$ cat src/rtl/ext_arbiter.sv
// Two-requester round-robin front end for a shared combinational sign extender.
// One transaction in flight: operand is registered on accept, result captured one cycle later.
module ext_arbiter #(
    parameter int IN_W  = 24,
    parameter int OUT_W = 32
) (
    input  logic             clk,
    input  logic             rst_n,
    input  logic [1:0]       req_valid,
    input  logic [IN_W-1:0]  req_imm0,
    input  logic [IN_W-1:0]  req_imm1,
    input  logic [1:0]       req_signop,
    output logic [1:0]       req_ready,
    output logic [IN_W-1:0]  ext_in,
    output logic             ext_signop,
    input  logic [OUT_W-1:0] ext_out,
    output logic [1:0]       resp_valid,
    output logic [OUT_W-1:0] resp_data,
    input  logic [1:0]       resp_ready,
    output logic             busy,
    output logic [7:0]       served_cnt
);

    // state | meaning
    // IDLE  | waiting for a request; grant offered combinationally
    // DRIVE | operand registered, sign extender result settling
    // RESP  | result held for the owner until it accepts
    typedef enum logic [1:0] {
        IDLE,
        DRIVE,
        RESP
    } state_t;

    state_t            state_q, state_d;
    logic              last_grant_q, last_grant_d;
    logic              owner_q, owner_d;
    logic [IN_W-1:0]   ext_in_q, ext_in_d;
    logic              ext_signop_q, ext_signop_d;
    logic [OUT_W-1:0]  resp_data_q, resp_data_d;
    logic [7:0]        served_cnt_q, served_cnt_d;
    logic              grant;
    logic [1:0]        ready_c;
    logic [1:0]        resp_valid_c;

    // With both requesting the one not served last wins; otherwise the lone requester.
    always_comb begin
        if (req_valid == 2'b11) begin
            grant = ~last_grant_q;
        end else begin
            grant = ~req_valid[0];
        end
    end

    always_comb begin
        state_d      = state_q;
        last_grant_d = last_grant_q;
        owner_d      = owner_q;
        ext_in_d     = ext_in_q;
        ext_signop_d = ext_signop_q;
        resp_data_d  = resp_data_q;
        served_cnt_d = served_cnt_q;
        ready_c      = 2'b00;
        resp_valid_c = 2'b00;
        case (state_q)
            IDLE: begin
                if (|req_valid) begin
                    ready_c[grant] = 1'b1;
                    ext_in_d       = grant ? req_imm1 : req_imm0;
                    ext_signop_d   = req_signop[grant];
                    owner_d        = grant;
                    state_d        = DRIVE;
                end
            end
            DRIVE: begin
                resp_data_d = ext_out;
                state_d     = RESP;
            end
            RESP: begin
                resp_valid_c[owner_q] = 1'b1;
                if (resp_ready[owner_q]) begin
                    last_grant_d = owner_q;
                    served_cnt_d = served_cnt_q + 8'd1;
                    state_d      = IDLE;
                end
            end
            default: begin
                state_d = IDLE;
            end
        endcase
    end

    always_ff @(posedge clk or negedge rst_n) begin
        if (!rst_n) begin
            state_q      <= IDLE;
            last_grant_q <= 1'b1;
            owner_q      <= 1'b0;
            ext_in_q     <= '0;
            ext_signop_q <= 1'b0;
            resp_data_q  <= '0;
            served_cnt_q <= 8'd0;
        end else begin
            state_q      <= state_d;
            last_grant_q <= last_grant_d;
            owner_q      <= owner_d;
            ext_in_q     <= ext_in_d;
            ext_signop_q <= ext_signop_d;
            resp_data_q  <= resp_data_d;
            served_cnt_q <= served_cnt_d;
        end
    end

    // The grant is combinational from inputs, so it is masked while reset is held.
    assign req_ready  = ready_c & {2{rst_n}};
    assign resp_valid = resp_valid_c;
    assign busy       = (state_q != IDLE);
    assign ext_in     = ext_in_q;
    assign ext_signop = ext_signop_q;
    assign resp_data  = resp_data_q;
    assign served_cnt = served_cnt_q;

endmodule

$ cat config.mk
export PLATFORM = sky130hd
export DESIGN_NAME = ext_arbiter
export DESIGN_NICKNAME = d
export VERILOG_FILES = /design/src/rtl/ext_arbiter.sv
export SDC_FILE = /design/constraint.sdc
export NUM_CORES = 1
export LEC_CHECK = 0
export CORE_AREA = 2 2 91 93
export CTS_CLUSTER_DIAMETER = 80
export CTS_CLUSTER_SIZE = 8
export DETAILED_ROUTE_END_ITERATION = 8
export DIE_AREA = 0 0 93 95
export PLACE_DENSITY = 0.85
export SYNTH_ARGS = -nofsm -noshare
export SYNTH_HDL_FRONTEND = slang
export SYNTH_SLANG_ARGS = --single-unit
$ cat constraint.sdc
create_clock -name clk -period 2.04 [get_ports clk]
set_clock_uncertainty 0.2 [all_clocks]
set_input_delay 0.51 -clock clk [delete_from_list [all_inputs] [get_ports clk]]
set_output_delay 0.51 -clock clk [all_outputs]
set_load 0.01 [all_outputs]
==> After elaboration in Yosys (flattened, before gate mapping) <==
Index checks and enable logic that the tools add are counted.
{ "word_totals": {"register_bits": 69, "in_bits": 88, "output_inout_bits": 70, "word_cells": 44} }
{ "op_classes": {"add_sub_neg": 1, "order_cmp": 4, "n_eq_ne": 5, "muxes": 16, "n_bitwise": 3, "n_reduce_logical": 8} }
{ "op_table": {"columns": ["op", "n"], "rows": [
  ["two-way mux 24 bit", 1],
  ["two-way mux 2 bit", 5],
  ["adder 8 x 1 -> 8 bit (second input constant)", 1],
  ["two-way mux 1 bit", 7],
  ["case mux 2 bit (3 select lines)", 1],
  ["AND reduction 2 bit", 3],
  ["== test 2 bit (second input constant)", 2],
  ["less-than comparator 1 x 2 -> 1 bit (second input constant)", 2],
  ["!= test 2 bit (second input constant)", 2],
  ["bitwise AND 2 bit", 1],
  ["demux 1 bit (select 1 bit)", 2],
  ["== test 2 x 1 -> 1 bit (second input constant)", 1],
  ["greater-or-equal comparator 1 bit (second input constant)", 2],
  ["logical AND 1 bit", 2],
  ["zero test 2 bit", 1],
  ["inverter 1 bit", 2],
  ["nonzero test 2 bit", 1],
  ["OR reduction 2 bit", 1]
]} }

==> Logic depth before layout (Yosys ltp) <==
Gate-level depths: netlist of the first run.
{ "logic_depth": {"word_depth": 9, "mapped_depth": 5, "depth_no_buf": 4} }

==> Worst setup path before layout of the first run <==
OpenSTA, ideal clock, no wires.
{ "synth_timing": {"path_type": "register -> output", "from": "reg state_q[1]", "to": "out req_ready[0]", "t_arrival_ns": 1.261, "t_required_ns": 1.330, "setup_slack_ns": 0.069, "stages_incl_launch_ff": 5, "n_path_buf": 2, "path_cell_list": "dfrtp_1 -> or2_0 -> buf_4 -> buf_2 -> nor3_1"} }
{ "synth_via": {"elab_chain_len": 3} }
{ "synth_rtl": {"columns": ["item", "line", "source"], "rows": [
  ["start: declaration", "34", "state_t state_q, state_d;"],
  ["start signal: assignment", "102", "state_q <= state_d;"],
  ["zero test 2 bit", "64", "case (state_q)"],
  ["two-way mux 2 bit", "64", null],
  ["bitwise AND 2 bit", "113", "assign req_ready = ready_c & {2{rst_n}};"],
  ["end: declaration", "13", "output logic [1:0] req_ready,"]
]} }
Every way passes these cells.

==> Worst setup path in the final report of the first run <==
{ "layout_timing": {"from": "reg state_q[0]", "to": "out req_ready[1]"} }
The elaborated chain is that of the path after synthesis.

==> summary.md, run 1 <==
| Metric | Value |
|---|---|
| Vias per cell | 5.31 |
| Final setup margin | -0.0480 ns |
| CP Launch Type | flip-flop |
| Setup Crit Path Kind | flip-flop to primary output |
| Antenna-violating nets left | 0 |
| Synthesized flop and latch total | 69 |
| Syn_area_per_cell | 12.8 µm² |
| Final hold violations | 0 |
| Hold buffer count at CTS | 0 |
| Die Width | between 90 and 100 µm |
| DRC Markers | 0 |
| Starting Density | between 30% and 40% |
| Pre-Repair DR Iteration Count | 4 |
| Hpwl dp | 5930 µm |
| CTS tree | yes |
| First-pass GRT wire length | 14400 µm |
| Leak | 2.11 nW |
| IO Port Bufs | 157 |
| Ys Warns | 0 |
| Max-slew violation count | 0 |
| Worst-Margin Slew | ~0.86 ns |
| CP max stage delay | 0.38 ns |
| Switching Fraction | 31.7% |
| Max Cap Viol | 0 |
| Critical path arrival | around 1.4 ns |
| Total wire length | 8960 µm |
| Post-Syn Area | 3060 µm² |
| Status | finished with violations |
| Layout area overhead | 67.9% |
| DRT met1 WL | about 3700 µm |
| Root Buffer | clkbuf_8 |
| Sequential area share after synthesis | 56.4% |
| Die footprint | approximately 8800 µm² |
| Vias in the first global route | 2938 |
| Final Wtd Congestion | 0.758 |
| Routed len/inst | roughly 17 µm |
| H-tree depth | 3 |
| Initial antenna violation count | 0 |
| Largest net degree at the start of global routing | 70 |
| Layout Nets | ~500 |
| Post-Syn Nets | 328 |
| Row Count | 33 |
| Critical Path RT | about 1.3 ns |
| EDFF count, synth | 0 |
| Final-report setup violation count | 2 |
| Post-route clock period utilization | 102% |
| Clock power frac | 15.8% |
| Placement Setup Slack | -0.589 ns |
| Tot GR Track Use | 20.7% |
| Pwr dens | 1510 nW/µm² |
| Seq pwr share | a little under a third |
| Slew headroom | 42.3% |
| Num CTS Buffers | 9 |
| Internal | 5.32 mW |
| Switch Pwr | 2.47 mW |
| Setup crit end kind | primary output |
| Worst path slowest cell | dfrtp_1 |
| Main synth FF type | dfrtp_1 |
| Min cycle time layout | about 2.1 ns |
| N_diodes | 0 |
| RSZ-0062 raised after global routing | true |
| Final core occ | about two thirds |
| Clock Sink Count | 69 |
| Crit path max fanout | 5 |
| DIE HEIGHT | ~95 µm |
| FFs w/ async S/R, synth | 100% |
| Peak supply drop | slightly below 0.0007 V |
| Clock-pin slew on the worst setup and hold paths | 0.07 ns |
| Congestion Overflow GR | 0 |
| Top Ports | between 150 and 200 |
| Setup_tns | -0.0861 ns |
| Met2 wire length | 4290 µm |
| Logic pwr share | between 50 and 60% |
| Gate Count Post-Synth | 239 |
| Synth cell types | 31 |
| Top sig layer | met4 |
| Share of cells above drive strength 1 | 21.5% |
| Clock Latency Late Sink | roughly 0.32 ns |
| DRT iter0 DRCs | 84 |
| Failing checks | setup timing |
| Hold crit path type | input port to asynchronous set/reset pin |
| Hold slack | 0.196 ns |
| Area of the core | 7930 µm² |
| Peak Freq | 479 MHz |
| CP Cell Sequence | or2_4 > nor2_8 > and3_4 > buf_6 |
| Routed wl met3 | 795 µm |
| CTS max path bufs | 2 |
| Number of vias after detailed routing | 2756 |
[cells by family after synthesis]
logic type	Yosys count	synth area share [%]
and+or+nand+nor	25	5.31
muxes	36	13.2
adders and majority gates	1	0.409
DFF	69	56.4
AOI/OAI and AO/OA	77	18.8
buffers and inverters	24	3.80
xor gates and xnor gates	7	2.00
[through the flow]
step / instances / power, mW / cell area, µm²
finish: 519 / 7.79 / 5140
global route: 519 / 8.24 / 5140
CTS: 519 / 7.81 / 5120
detailed placement: 496 / 6.26 / 4790
global placement: 496 / 6.16 / 4790
floorplan: 239 / 4.30 / 3060
[power groups by stage]
stage                     registers (mW)  clock network (mW)  logic, mW
final                               2.44                1.23       4.11
after global placement              2.44                   0       3.72
after CTS                           2.44                1.27       4.10
after global routing                2.52                1.32       4.40
after detailed placement            2.48                   0       3.79
after floorplan                     2.75                   0       1.55
[final timing paths]
kind / start / to / slack, ns / depth (start not counted)
worst max-delay path: state_q[0] / req_ready[1] / -0.05 / 4
worst min-delay path: rst_n / served_cnt[6] / 0.20 / 2
worst max register to register: state_q[0] / owner_q / 0.16 / 5
worst min register to register: served_cnt[7] / served_cnt[7] / 0.28 / 1
max in group asynchronous: rst_n / resp_data[4] / 0.87 / 2
min in group clk: served_cnt[7] / served_cnt[7] / 0.28 / 1
[registers in the layout, summed over array words and instances (netlist names)]
name / cells
ext_signop: 1
state_q: 2
ext_in: 24
owner_q: 1
served_cnt: 8
last_grant_q: 1
resp_data: 32
[synthesized netlist by cell type, drive strengths merged (2+ instances only)]
cell type,n,area share [%]
dfrtp,68,56
inv,3,0.37
nand2,3,0.37
xor2,2,0.57
a311oi,25,7.2
nor3,3,0.49
and3,2,0.41
o21ai,26,4.2
nand3,2,0.33
a2bb2oi,25,7.2
clkbuf,8,0.98
nor2,4,1.1
xnor2,5,1.4
buf,13,2.5
mux2,35,13
nand2b,3,0.61
[layer usage]
| metal | GRT usage (%) | vias to the layer above |
|---|---|---|
| met5 | 0 | - |
| met1 | 26.2 | 1368 |
| met2 | 32.7 | 117 |
| met4 | 8.58 | 0 |
| li1 | - | 1255 |
| met3 | 6.86 | 16 |
[cells in the final DEF (no fill, tap or decap), drive strengths merged, types with 3 or more instances in the layout]
cell and n:
a311oi 25, a2bb2oi 25, o21ai 26, inv 3
mux2 35, nand2 3, dfrtp 68, clkdlybuf4s50 148
clkbuf 12, xnor2 5, buf 28, nor3 3
nor2 4, nand2b 3
[worst max-delay path: cells and delay by family (launching register included)]
family	cells	cell delay, ns
flops	1	0.38
buf+inv	1	0.09
simple gates	3	0.58
[what timing repair did]
| action | in CTS | in global routing |
|---|---|---|
| endpoints found under the hold margin | 0 | 0 |
| buffers inserted | 6 | 0 |
| cloned | 1 | 0 |
| pin swaps | 3 | 2 |
| resized for setup | 34 | 4 |
| endpoints found under the setup margin | 8 | 6 |
[area by class of cell]
class / count / area [µm²]
clock inverters: 4 / 70.1
clock buffers: 12 / 155
well taps: 105 / 131
flip-flops and latches: 69 / 1730
inverters: 3 / 11.3
repair buffers: 180 / 1790
fillers: 611 / 2790
multi-input cells: 146 / 1260
Note: power is estimated with default switching activity, not from simulation.
==> inputs of run 2 (changes only) <==
--- a/constraint.sdc
+++ b/constraint.sdc
@@ -4,2 +4,2 @@
 set_output_delay 0.51 -clock clk [all_outputs]
-set_load 0.01 [all_outputs]
+set_load 0.02 [all_outputs]
==> run 2 against run 1 <==
Against the previous run: the run still ends with setup timing left; cell area is 1.1% higher; hold slack better by 0.016 ns; critical path depth stayed put; fmax is 0.98% higher; setup slack better by 0.020 ns; die area stayed put; clock power is 13% higher; global-route usage is 0.56 points lower; critical path type unchanged; highest routed layer unchanged.
==> summary.md, run 2 (synthesis results as in run 1) <==
| Metric | Value |
|---|---|
| Worst path slowest cell | dfrtp_1 |
| Hold slack | 0.212 ns (+0.0163 ns) |
| Max FFs per register | 32 (unchanged) |
| Root Buffer | clkbuf_8 |
| Pre-Repair DR Iteration Count | 4 (unchanged) |
| Final setup margin | -0.0277 ns (+0.0204 ns) |
| Die Width | 93 µm (unchanged) |
| Post-route clock period utilization | 101% (-1.0 points) |
| Clock power frac | 17.3% (+1.5 points) |
| Seq pwr share | 30.1% (-1.2 points) |
| Critical Path Start | state_q[0] |
| Clock-pin slew on the worst setup and hold paths | 0.07 ns (about the same) |
| Largest net degree at the start of global routing | 70 (unchanged) |
| Setup Crit Path Kind | flip-flop to primary output |
| Final hold violations | 0 (unchanged) |
| Hold crit path type | input port to asynchronous set/reset pin |
| Peak supply drop | 0.000955 V (+38%) |
| RSZ-0062 raised after global routing | true |
| Logic pwr share | 52.6% (-0.2 points) |
| Tot Pwr | 8.06 mW (+3.5%) |
| DRT iter0 DRCs | 90 (+7.1%) |
| Switch Pwr | 2.89 mW (+17%) |
| Clock Latency Late Sink | 0.32 ns (about the same) |
| Antenna-violating nets left | 0 (unchanged) |
| Layout area overhead | 69.8% |
| Commonest non-fill, non-tap cell in the layout | clkdlybuf4s50_1 |
| Slew headroom | 42.7% (+0.32 points) |
| Status | finished with violations |
| Vias per cell | 5.24 (-1.3%) |
| Share of cells above drive strength 1 | 20.7% (-0.77 points) |
| Critical path arrival | 1.36 ns (-0.02 ns) |
| Max Cap Viol | 0 (unchanged) |
| Internal | 5.17 mW (-2.8%) |
| Tot GR Track Use | 20.1% (-0.56 points) |
| Total wire length | 8660 µm (-3.4%) |
| CTS tree | yes |
| Layout Nets | 494 (-0.80%) |
| CP Cell Sequence | or2_4 > nor2_8 > and3_4 > buf_6 |
| Final-report setup violation count | 2 (unchanged) |
| Commonest non-fill, non-tap cells in the layout | clkdlybuf4s50_1 (98), dfrtp_1 (68), dlymetal6s2s_1 (42) |
| Number of vias after detailed routing | 2698 (-2.1%) |
| Pwr dens | 1550 nW/µm² (+2.4%) |
| Crit path max fanout | 3 (-2) |
| Placement Setup Slack | -0.682 ns (-0.0925 ns) |
| Routed len/inst | 16.8 µm (-2.6%) |
| Failing checks | setup timing |
| Leak | 2.44 nW (+16%) |
| Worst-Margin Slew | 0.860 ns (-0.00487 ns) |
| N_diodes | 0 (unchanged) |
| CTS max path bufs | 2 (unchanged) |
| Vias in the first global route | 2846 (-3.1%) |
| Final non-filler cell total | 515 (-0.77%) |
| CP Launch Type | flip-flop |
| Top Ports | 158 (unchanged) |
| DIE HEIGHT | 95 µm (unchanged) |
| Placed cell count | 498 (+0.40%) |
| Min cycle time layout | 2.07 ns (-0.0204 ns) |
| Critical Path RT | 1.33 ns (about the same) |
| Peak Freq | 484 MHz (+0.98%) |
| Setup crit end kind | primary output |
| Crit Reg-Reg Endpoint | ext_in[2] |
| Row Count | 33 (unchanged) |
| Congestion Overflow GR | 0 (unchanged) |
| Max-slew violation count | 0 (unchanged) |
| Clock Sink Count | 69 (unchanged) |
| Area of the core | 7930 µm² (unchanged) |
| Hold buffer count at CTS | 0 (unchanged) |
| DRC Markers | 0 (unchanged) |
| Switching Fraction | 35.9% (+4.2 points) |
| First-pass GRT wire length | 14000 µm (-3.0%) |
| Final Wtd Congestion | 0.741 (-2.3%) |
| Die footprint | 8840 µm² (unchanged) |
| CP max stage delay | 0.37 ns (about the same) |
| Initial antenna violation count | 0 (unchanged) |
| Starting Density | 38.6% (unchanged) |
| H-tree depth | 3 (unchanged) |
| IO Port Bufs | 157 (unchanged) |
| Hpwl dp | 6250 µm (+5.4%) |
| R2r startpoint | last_grant_q |
| FF-to-FF path depth | 4 (-1) |
| Setup crit end | req_ready[1] |
| Internal reg-to-reg setup slack | 0.20 ns (+0.04 ns) |
| Num CTS Buffers | 9 (unchanged) |
[run 2: cell types whose count changed in the layout (fill, tap and decap cells not counted), sizes merged]
| cell | before | now |
|---|---|---|
| clkdlybuf4s50 | 148 | 98 |
| dlymetal6s2s | 1 | 42 |
| dlygate4sd2 | 2 | 11 |
| buf | 28 | 25 |
| clkinv | 2 | 0 |
| bufbuf | 1 | 0 |
| bufinv | 2 | 3 |
| clkbuf | 12 | 13 |
[run 2: worst max-delay path, delay by kind of cell (launching register included)]
| kind | cells | cell delay [ns] |
|---|---|---|
| and+or+nand+nor | 3 | 0.55 |
| DFF | 1 | 0.37 |
| buffers and inverters | 1 | 0.11 |
[run 2: cell type report]
cell class                 count  area [µm²]
clock buffer                  13         169
clock inverter                 3        90.1
fill                         616        2730
inverter                       3        11.3
multi-input combinational    146        1250
sequential                    69        1730
tap                          105         131
timing repair buffer         176        1820
[run 2: repair_timing]
| item | 4_1_cts | 5_1_grt |
|---|---|---|
| resized for setup | 42 | 47 |
| endpoints found under the setup margin | 14 | 46 |
| cloned | 0 | 0 |
| setup buffers | 1 | 0 |
| pin swaps | 1 | 3 |
[run 2: worst min-delay path by stage]
stage	startpoint	to	slack (ns)	cells after the start
global placement	served_cnt[7]	served_cnt[7]	0.26	1
CTS	rst_n	ext_in[12]	0.23	2
detailed placement	served_cnt[7]	served_cnt[7]	0.27	1
finish	rst_n	served_cnt[7]	0.21	2
floorplan	rst_n	ext_in[0]	0.01	0
global route	rst_n	served_cnt[7]	0.29	2
[run 2: per-layer routing]
| metal | global-route usage, % | part of all wire, % | routed length [µm] |
|---|---|---|---|
| met1 | 24.0 | 39 | 3400 |
| met2 | 33.6 | 49 | 4270 |
| met3 | 8.06 | 10 | 870 |
| met4 | 6.13 | 1.3 | 112 |
| met5 | 0 | 0 | 0 |
[run 2: power by group through the flow]
stage | registers (mW) | clock network (mW) | logic, mW
finish | 2.43 | 1.39 | 4.24
global route | 2.52 | 1.49 | 4.51
CTS | 2.46 | 1.44 | 4.35
detailed placement | 2.48 | 0 | 4.35
global placement | 2.43 | 0 | 4.28
floorplan | 3.23 | 0 | 1.58
[run 2: metrics by stage]
step	instance area (µm²)	TNS [ns]	util, %
floorplan	3070	0	-
global placement	4810	-6.25	60.7
detailed placement	4810	-7.74	60.7
CTS	5080	-0.130	64.0
global route	5200	-0.248	65.6
finish	5200	-0.0487	65.6
